$ cat config.mk
export PLATFORM = sky130hd
export DESIGN_NAME = mc_maindec
export DESIGN_NICKNAME = d
export VERILOG_FILES = /design/src/rtl/maindec_pkg.sv /design/src/rtl/mc_ctrl_decode.sv /design/src/rtl/mc_maindec.sv
export SDC_FILE = /design/constraint.sdc
export NUM_CORES = 1
export LEC_CHECK = 0
export CORE_MARGIN = 2
export CORE_UTILIZATION = 44
export DETAILED_ROUTE_END_ITERATION = 6
export PLACE_DENSITY_LB_ADDON = 0.05
export SLEW_MARGIN = 20
export SYNTH_ARGS = -nofsm -noshare
export SYNTH_HDL_FRONTEND = slang
export SYNTH_SLANG_ARGS = --single-unit
$ cat constraint.sdc
create_clock -name clk -period 1.6 [get_ports clk]
set_input_delay 0.24 -clock clk [delete_from_list [all_inputs] [get_ports clk]]
set_output_delay 0.24 -clock clk [all_outputs]
set_load 0.01 [all_outputs]
$ cat src/rtl/maindec_pkg.sv
// Shared types and encodings for the multicycle main decoder: FSM states,
// opcode/funct values, datapath mux selects and the packed control vector.
package maindec_pkg;

  typedef enum logic [3:0] {
    S_FETCH   = 4'd0,
    S_DECODE  = 4'd1,
    S_MEMADR  = 4'd2,
    S_MEMRD   = 4'd3,
    S_MEMWB   = 4'd4,
    S_MEMWR   = 4'd5,
    S_RTEXEC  = 4'd6,
    S_ALUWB   = 4'd7,
    S_IMMEXEC = 4'd8,
    S_IMMWB   = 4'd9,
    S_BRANCH  = 4'd10,
    S_JUMP    = 4'd11,
    S_JALS    = 4'd12,
    S_JR      = 4'd13,
    S_TRAP    = 4'd14
  } state_t;

  localparam logic [5:0] OP_RTYPE = 6'b000000;
  localparam logic [5:0] OP_LW    = 6'b000001;
  localparam logic [5:0] OP_SW    = 6'b000010;
  localparam logic [5:0] OP_ADDI  = 6'b000011;
  localparam logic [5:0] OP_SUBI  = 6'b000100;
  localparam logic [5:0] OP_BEQ   = 6'b000101;
  localparam logic [5:0] OP_J     = 6'b000111;
  localparam logic [5:0] OP_JAL   = 6'b001000;
  localparam logic [5:0] FN_JR    = 6'b001000;

  localparam logic [1:0] ALU_ADD   = 2'b00;
  localparam logic [1:0] ALU_SUB   = 2'b01;
  localparam logic [1:0] ALU_FUNCT = 2'b10;

  localparam logic [1:0] PCSRC_ALU    = 2'b00;
  localparam logic [1:0] PCSRC_ALUOUT = 2'b01;
  localparam logic [1:0] PCSRC_JUMP   = 2'b10;
  localparam logic [1:0] PCSRC_A      = 2'b11;

  localparam logic [1:0] SRCB_B     = 2'b00;
  localparam logic [1:0] SRCB_FOUR  = 2'b01;
  localparam logic [1:0] SRCB_IMM   = 2'b10;
  localparam logic [1:0] SRCB_IMMSH = 2'b11;

  localparam logic [1:0] M2R_ALUOUT = 2'b00;
  localparam logic [1:0] M2R_MDR    = 2'b01;
  localparam logic [1:0] M2R_PC     = 2'b10;

  localparam logic [1:0] RDST_RT  = 2'b00;
  localparam logic [1:0] RDST_RD  = 2'b01;
  localparam logic [1:0] RDST_R31 = 2'b10;

  // rdy_gate marks states whose strobes (ir_write, pc_write, instr_done)
  // only fire on the cycle memory reports ready.
  typedef struct packed {
    logic       pc_write;
    logic       pc_write_cond;
    logic       iord;
    logic       ir_write;
    logic       mem_write;
    logic [1:0] m2r;
    logic [1:0] rdst;
    logic       reg_write;
    logic       src_a;
    logic [1:0] src_b;
    logic [1:0] alu_op;
    logic [1:0] pc_src;
    logic       instr_done;
    logic       illegal;
    logic       rdy_gate;
  } ctrl_t;

endpackage

$ cat src/rtl/mc_ctrl_decode.sv
// Moore output decode: FSM state plus latched opcode/funct -> raw control
// vector, before mem_ready gating and reset masking.
module mc_ctrl_decode
  import maindec_pkg::*;
#(
  parameter int OP_W = 6
) (
  input  state_t          i_state,
  input  logic [OP_W-1:0] i_op,
  input  logic [OP_W-1:0] i_fn,
  output ctrl_t           o_ctrl
);

  logic w_is_jr;

  assign w_is_jr = (i_op == OP_W'(OP_RTYPE)) && (i_fn == OP_W'(FN_JR));

  always_comb begin
    o_ctrl = '0;
    case (i_state)
      S_FETCH: begin
        o_ctrl.src_b    = SRCB_FOUR;
        o_ctrl.pc_write = 1'b1;
        o_ctrl.ir_write = 1'b1;
        o_ctrl.rdy_gate = 1'b1;
      end
      S_DECODE: o_ctrl.src_b = SRCB_IMMSH;
      S_MEMADR: begin
        o_ctrl.src_a = 1'b1;
        o_ctrl.src_b = SRCB_IMM;
      end
      S_MEMRD: o_ctrl.iord = 1'b1;
      S_MEMWB: begin
        o_ctrl.rdst       = RDST_RT;
        o_ctrl.m2r        = M2R_MDR;
        o_ctrl.reg_write  = 1'b1;
        o_ctrl.instr_done = 1'b1;
      end
      S_MEMWR: begin
        o_ctrl.iord       = 1'b1;
        o_ctrl.mem_write  = 1'b1;
        o_ctrl.instr_done = 1'b1;
        o_ctrl.rdy_gate   = 1'b1;
      end
      S_RTEXEC: begin
        o_ctrl.src_a  = 1'b1;
        o_ctrl.src_b  = SRCB_B;
        o_ctrl.alu_op = ALU_FUNCT;
      end
      S_ALUWB: begin
        o_ctrl.rdst       = RDST_RD;
        o_ctrl.reg_write  = 1'b1;
        o_ctrl.instr_done = 1'b1;
      end
      S_IMMEXEC: begin
        o_ctrl.src_a  = 1'b1;
        o_ctrl.src_b  = SRCB_IMM;
        o_ctrl.alu_op = (i_op == OP_W'(OP_SUBI)) ? ALU_SUB : ALU_ADD;
      end
      S_IMMWB: begin
        o_ctrl.rdst       = RDST_RT;
        o_ctrl.reg_write  = 1'b1;
        o_ctrl.instr_done = 1'b1;
      end
      S_BRANCH: begin
        o_ctrl.src_a         = 1'b1;
        o_ctrl.src_b         = SRCB_B;
        o_ctrl.alu_op        = ALU_SUB;
        o_ctrl.pc_write_cond = 1'b1;
        o_ctrl.pc_src        = PCSRC_ALUOUT;
        o_ctrl.instr_done    = 1'b1;
      end
      S_JUMP: begin
        o_ctrl.pc_write   = 1'b1;
        o_ctrl.pc_src     = PCSRC_JUMP;
        o_ctrl.instr_done = 1'b1;
      end
      S_JALS: begin
        o_ctrl.pc_write   = 1'b1;
        o_ctrl.pc_src     = PCSRC_JUMP;
        o_ctrl.reg_write  = 1'b1;
        o_ctrl.rdst       = RDST_R31;
        o_ctrl.m2r        = M2R_PC;
        o_ctrl.instr_done = 1'b1;
      end
      // Register-indirect jump is qualified by the latched instruction so a
      // corrupted state register can never load the PC from A.
      S_JR: begin
        o_ctrl.pc_write   = w_is_jr;
        o_ctrl.pc_src     = w_is_jr ? PCSRC_A : PCSRC_ALU;
        o_ctrl.instr_done = w_is_jr;
      end
      S_TRAP: o_ctrl.illegal = 1'b1;
      default: o_ctrl = '0;
    endcase
  end

endmodule

$ cat src/rtl/mc_maindec.sv
// Multicycle main-decoder control FSM: state register, opcode/funct latches,
// memory-ready gating of strobes and a retired-instruction counter.
module mc_maindec
  import maindec_pkg::*;
#(
  parameter int OP_W          = 6,
  parameter int CNT_W         = 32,
  parameter int USE_MEM_READY = 1,
  parameter int TRAP_HALT     = 0
) (
  input  logic             clk,
  input  logic             rst_n,
  input  logic [OP_W-1:0]  opcode,
  input  logic [OP_W-1:0]  functi,
  input  logic             mem_ready,
  input  logic             zero,
  output logic             pc_write,
  output logic             pc_write_cond,
  output logic             pc_en,
  output logic             iord,
  output logic             ir_write,
  output logic             mem_write,
  output logic [1:0]       memory_to_register,
  output logic [1:0]       register_destination,
  output logic             register_write,
  output logic             alu_src_a,
  output logic [1:0]       alu_src_b,
  output logic [1:0]       alu_operation,
  output logic [1:0]       pc_source,
  output logic             instr_done,
  output logic             illegal_op,
  output logic [CNT_W-1:0] instr_count,
  output logic [3:0]       state_o
);

  state_t          r_state;
  state_t          w_next;
  logic [OP_W-1:0] r_op;
  logic [OP_W-1:0] r_fn;
  logic [CNT_W-1:0] r_count;
  ctrl_t           w_ctrl;
  logic            w_rdy;
  logic            w_gate;

  assign w_rdy = (USE_MEM_READY == 0) ? 1'b1 : mem_ready;

  always_ff @(posedge clk or negedge rst_n) begin
    if (!rst_n) r_state <= S_FETCH;
    else        r_state <= w_next;
  end

  always_ff @(posedge clk or negedge rst_n) begin
    if (!rst_n) begin
      r_op    <= '0;
      r_fn    <= '0;
      r_count <= '0;
    end else begin
      if (r_state == S_DECODE) begin
        r_op <= opcode;
        r_fn <= functi;
      end
      if (instr_done) r_count <= r_count + CNT_W'(1);
    end
  end

  // DECODE dispatches on the live IR fields; later states use the latches.
  always_comb begin
    w_next = S_FETCH;
    case (r_state)
      S_FETCH:  w_next = w_rdy ? S_DECODE : S_FETCH;
      S_DECODE: begin
        if (opcode == OP_W'(OP_RTYPE))
          w_next = (functi == OP_W'(FN_JR)) ? S_JR : S_RTEXEC;
        else if (opcode == OP_W'(OP_LW) || opcode == OP_W'(OP_SW))
          w_next = S_MEMADR;
        else if (opcode == OP_W'(OP_ADDI) || opcode == OP_W'(OP_SUBI))
          w_next = S_IMMEXEC;
        else if (opcode == OP_W'(OP_BEQ)) w_next = S_BRANCH;
        else if (opcode == OP_W'(OP_J))   w_next = S_JUMP;
        else if (opcode == OP_W'(OP_JAL)) w_next = S_JALS;
        else                              w_next = S_TRAP;
      end
      S_MEMADR: begin
        if (r_op == OP_W'(OP_LW))      w_next = S_MEMRD;
        else if (r_op == OP_W'(OP_SW)) w_next = S_MEMWR;
        else                           w_next = S_FETCH;
      end
      S_MEMRD:   w_next = w_rdy ? S_MEMWB : S_MEMRD;
      S_MEMWR:   w_next = w_rdy ? S_FETCH : S_MEMWR;
      S_RTEXEC:  w_next = S_ALUWB;
      S_IMMEXEC: w_next = S_IMMWB;
      S_TRAP:    w_next = (TRAP_HALT != 0) ? S_TRAP : S_FETCH;
      default:   w_next = S_FETCH;
    endcase
  end

  mc_ctrl_decode #(.OP_W(OP_W)) u_ctrl_decode (
    .i_state (r_state),
    .i_op    (r_op),
    .i_fn    (r_fn),
    .o_ctrl  (w_ctrl)
  );

  // Strobes are masked by rst_n so an asynchronous abort emits nothing.
  always_comb begin
    w_gate               = w_ctrl.rdy_gate ? w_rdy : 1'b1;
    pc_write             = w_ctrl.pc_write & w_gate & rst_n;
    pc_write_cond        = w_ctrl.pc_write_cond & rst_n;
    ir_write             = w_ctrl.ir_write & w_gate & rst_n;
    mem_write            = w_ctrl.mem_write & rst_n;
    register_write       = w_ctrl.reg_write & rst_n;
    instr_done           = w_ctrl.instr_done & w_gate & rst_n;
    pc_en                = pc_write | (pc_write_cond & zero);
    iord                 = w_ctrl.iord;
    memory_to_register   = w_ctrl.m2r;
    register_destination = w_ctrl.rdst;
    alu_src_a            = w_ctrl.src_a;
    alu_src_b            = w_ctrl.src_b;
    alu_operation        = w_ctrl.alu_op;
    pc_source            = w_ctrl.pc_src;
    illegal_op           = w_ctrl.illegal;
    instr_count          = r_count;
    state_o              = r_state;
  end

endmodule

### Word level (Yosys, flattened, before mapping)

Cells that the tools add are included.

* add/sub/neg operators: 1
* eq/ne operators: 26
* muxes and demuxes: 30
* bitwise gates (word level): 11
* reductions and logical operators: 14

Operators with widths (count)
* $add 32x1->32 const B: 1
* $eq 4x4->1 const B: 7
* $pmux 4 s7: 1
* $eq 6x3->1 const B: 4
* $mux 3: 7
* $eq 6x2->1 const B: 3
* $eq 6x4->1 const B: 3
* $pmux 2 s3: 3
* $eq 4x3->1 const B: 4
* $eq 6x1->1 const B: 2
* $logic_not 6->1: 2
* $mux 4: 3
* $and 1x1->1: 10
* $mux 1: 10
* $reduce_or 2->1: 5
* $pmux 3 s3: 1
* $eq 4x2->1 const B: 2
* $reduce_or 7->1: 1
* $eq 4x1->1 const B: 1
* $logic_not 4->1: 1
* $mux 2: 2
* $pmux 1 s2: 2
* $pmux 2 s2: 1
* $reduce_or 4->1: 1
* other kinds (4): 5

* flip-flop bits (word level): 48
* input port bits: 16
* output and inout bits: 56
* word-level logic and storage cells: 86

### Logic depth before layout (Yosys ltp)

* depth in word-level cells: 8
* mapped depth: 7
* depth with buffers taken out: 6

### By module

A second synthesis with hierarchy kept.

* cells, all modules: 262
* area total of the unflattened synthesis: 2663.8 um^2

By module, submodules not included
* mc_maindec: times used 1, cells each 208, area an instance 2280.9 um^2, seq. area each 1201.2 um^2
* mc_ctrl_decode: times used 1, cells each 54, area an instance 382.9 um^2, seq. area each 0.0 um^2

### Worst setup path after synthesis

No wires, ideal clock.

* path kind: register to register
* start: register r_state[1] (netlist: state_o[1])
* end: register r_count[4] (netlist: instr_count[4])
* setup time: 129 ps
* arrival time: 1779 ps
* required time: 1471 ps
* setup slack: -308 ps
* cell stages (with the launch flop): 8
* period minus slack after synthesis: 1908 ps
* cells stage by stage: dfrtp_1 > buf_2 > or3_1 > o21ai_4 > a21o_2 > inv_2 > and3_1 > xor2_1

* cells in the longest elaborated chain, start to end: 6

Ends and longest elaborated chain
* from (decl): line mc_maindec.sv:36 `state_t r_state;`
* from (signal assigned): line mc_maindec.sv:49 `else r_state <= w_next;`
* branches (longest 4 deep; another with $reduce_or 7->1)
* $and 1x1->1 (*) (2 in a row): line mc_maindec.sv:112 `instr_done = w_ctrl.instr_done & w_gate & rst_n;`
* named net instr_done: line mc_maindec.sv:30 `output logic instr_done,`
* to (signal assigned): line mc_maindec.sv:62 `if (instr_done) r_count <= r_count + CNT_W'(1);`
* to (decl): line mc_maindec.sv:40 `logic [CNT_W-1:0] r_count;`

Mark *: on every way through the listed nets, which the timed path passes.
A chain may end at the register's enable or synchronous reset.

### Final worst setup path

* start: register r_op[1]
* end: output port pc_en

* cells in the longest elaborated chain, start to end: 6

Ends and longest elaborated chain
* from (decl): line mc_maindec.sv:38 `logic [OP_W-1:0] r_op;`
* from (signal assigned): line mc_maindec.sv:59 `r_op <= opcode;`
* $logic_not 6->1: line mc_ctrl_decode.sv:16 `assign w_is_jr = (i_op == OP_W'(OP_RTYPE)) && (i_fn == OP_W'(FN_JR));`
* $logic_and 1x1->1: line mc_ctrl_decode.sv:16
* $pmux 1 s2: line mc_ctrl_decode.sv:20 `case (i_state)`
* $and 1x1->1 (2 in a row): line mc_maindec.sv:107 `pc_write = w_ctrl.pc_write & w_gate & rst_n;`
* $or 1x1->1: line mc_maindec.sv:113 `pc_en = pc_write | (pc_write_cond & zero);`
* to (decl): line mc_maindec.sv:19 `output logic pc_en,`

Every way passes these cells.

==> flow_metrics.env <==
export IMPL_status="complete, but fails checks"
export IMPL_violations="negative setup slack"
export IMPL_coreArea_sq_um=5920
export IMPL_worstReg2RegStart="r_op[1]$_DFFE_PN0P_"
export IMPL_finalHoldViolCount=0
export IMPL_grt_pass1_wl_mm=14.0
export IMPL_worst_slack_ns=-0.468
export IMPL_synth_edff_count=0
export IMPL_drive_gt1_frac=0.542
export IMPL_dp_hpwl_mm=5.43
export IMPL_grt_max_degree=22
export IMPL_min_path_type="input pin to async pin"
export IMPL_firstDrtPassIters=4
export IMPL_dieArea_sq_um=6730
export IMPL_hold_ws_ns=0.0361
export IMPL_grtUsageTotal=0.274
export IMPL_via_per_inst=5.54
export IMPL_maxCapViolations=0
export IMPL_fin_worst_skew_ns=0.00915
export IMPL_cp_end_kind="output port"
export IMPL_ios=72
export IMPL_worstPathRequired_ns=1.36
export IMPL_clk_pin_slew_ns=0.10
export IMPL_setup_violations_final=64
export IMPL_period_needed_ns=2.07
export IMPL_cts_tree="built"
export IMPL_worst_r2r_cell_count=7
export IMPL_rrSetupSlack_ns=-0.43
export IMPL_syn_nets=284
export IMPL_max_freq_mhz=483
export IMPL_synth_area_sq_um=2680
export IMPL_ys_ff_latch=48
export IMPL_synth_most_common_cell="dfrtp_1"
export IMPL_synthTopCellsByArea="dfrtp_1 (45%), xnor2_1 (7.5%), mux2_2 (4.6%)"
export IMPL_dieWidth_um=82.0
export IMPL_final_nets=464
export IMPL_worstPathArrival_ns=1.83
export IMPL_reg2reg_to="instr_count[21]$_DFFE_PN0P_"
export IMPL_syn_instance_count=267
export IMPL_drt_iter0_drc=115
export IMPL_cellPowerDensity_nw_per_um2=1280
export IMPL_rsz0062_at_grt="true"
export IMPL_clock_tree_buffer_depth=2
export IMPL_yosys_area_top_type="dfrtp_1"
export IMPL_detail_route_wl_per_cell_um=19.0
export IMPL_globalplace_congestion=0.813
export IMPL_fp_row_count=28
export IMPL_async_flop_share=1.00
export IMPL_grt_pass1_vias=2835
export IMPL_initial_utilization=0.453
export IMPL_area_growth_pct=88.9
export IMPL_worst_pin_slew_ns=0.494
export IMPL_drcViolationCount=0
export IMPL_overflow=0
export IMPL_ir_drop_v=0.00102
export IMPL_htreeDepth=2
export IMPL_cp_startpoint="r_op[1]$_DFFE_PN0P_"
export IMPL_antenna_found_initial=0
export IMPL_post_place_ws_ns=-0.558
export IMPL_path_max_fanout=4
export IMPL_leakage_nw=2.61
export IMPL_vias=2897
export IMPL_synthTopCellsByCount="dfrtp_1 (48), xnor2_1 (23), nand2_1 (19)"
export IMPL_critPathCapture="pc_en"
export IMPL_ys_flop_type="dfrtp_1"
export IMPL_cts_sinks=48
export IMPL_drv_slew=0
export IMPL_finalWirelength_mm=9.96
export IMPL_p_total_mw=6.46
export IMPL_cp_start_kind="register"
export IMPL_ant_nets=0
export IMPL_port_buffers=71
export IMPL_cts_buffers=5
export IMPL_max_slew_margin=0.671
export IMPL_diodes=0
export IMPL_fin_crit_sh=1.29
export IMPL_clock_latency_ns=0.30
export IMPL_critical_path_class="register to output port"
export IMPL_die_h_um=82.0
export IMPL_ys_types=46
export IMPL_yosysTopAreaCellShare=0.448
export IMPL_yosysWarnings=0
export IMPL_ctsRootBufferMaster="clkbuf_8"
export IMPL_yosysSeqAreaShare=0.448
export IMPL_synth_avg_cell_area_sq_um=10.0
## layer usage
metal | GRT usage | vias to the layer above | wire, um
met4 | 0.0867 | 0 | 291
met5 | 0 | - | 0
met2 | 0.471 | 103 | 5150
met1 | 0.355 | 1436 | 4120
li1 | - | 1328 | -
met3 | 0.0418 | 30 | 398
## layout by cell type (no fill, tap or decap), drive strengths merged, types with 9 or more instances in the layout
cell,Yosys,layout
nand4,14,14
xor2,12,12
buf,6,138
nand2,19,19
clkdlybuf4s50,0,29
nor3,15,15
mux2,11,11
nand3,15,15
dfrtp,48,48
and3,11,11
o21ai,9,9
nor2,16,16
dlymetal6s2s,0,17
xnor2,23,23
## critical path, stage by stage (launching register included)
cell and delay, ns:
dfrtp_1 0.44, nor4b_4 0.34, nand4_4 0.18, o21a_1 0.18, a21oi_2 0.17, a21o_1 0.11
buf_2 0.12
## power breakdown
group	internal [mW]	switching (mW)
sequential	1.46	0.238
combinational	2.22	1.81
clock	0.305	0.418
## flip-flops by register name, summed over array words and instances, names as in the netlist
name	flops
instr_count	32
r_fn	6
r_op	6
state_o	4
## worst min path at each step
| stage | startpoint | to | depth (start not counted) |
|---|---|---|---|
| 5_1_grt | rst_n | instr_count[23]$_DFFE_PN0P_ | 3 |
| 3_3_place_gp | rst_n | state_o[2]$_DFF_PN0_ | 2 |
| 3_5_place_dp | rst_n | state_o[2]$_DFF_PN0_ | 2 |
| 2_1_floorplan | rst_n | instr_count[0]$_DFFE_PN0P_ | 0 |
| 4_1_cts | rst_n | instr_count[23]$_DFFE_PN0P_ | 3 |
| 6_report | rst_n | instr_count[23]$_DFFE_PN0P_ | 3 |
## area by class of cell
type | count | area, sq um
Multi-Input combinational cell | 197 | 1910
Inverter | 7 | 28.8
Clock buffer | 5 | 68.8
Clock inverter | 3 | 18.8
Fill cell | 295 | 858
Tap cell | 75 | 93.8
Sequential cell | 48 | 1210
Timing Repair Buffer | 188 | 1730
## per-stage QoR
stage                     TNS [ns]  instances   util  instance area [sq um]
after CTS                   -15.32        512  0.793                   4690
after global routing        -23.91        523  0.855                   5060
final                       -18.03        523  0.855                   5060
after detailed placement    -18.16        477  0.690                   4090
after floorplan              -4.74        267      -                   2770
after global placement      -17.37        477  0.690                   4090
## cells by family after synthesis
family / after synthesis / synth area share
AND/OR/NAND/NOR: 115 / 0.250
XOR/XNOR: 35 / 0.114
multiplexers: 12 / 0.0500
AO/OA/AOI/OAI: 34 / 0.0976
flip-flops: 48 / 0.448
buffers and inverters: 22 / 0.0355
adder cells (fa/ha/maj): 1 / 0.00467
## timing repair
action | in CTS | in global routing
pin swaps | 51 | 44
cloned | 3 | 0
setup buffers | 24 | 20
gates resized for setup | 176 | 92
endpoints found under the setup margin | 70 | 81
hold buffers | 1 | 0
hold endpoints to repair | 1 | 0
Note: power is estimated with default switching activity, not from simulation.
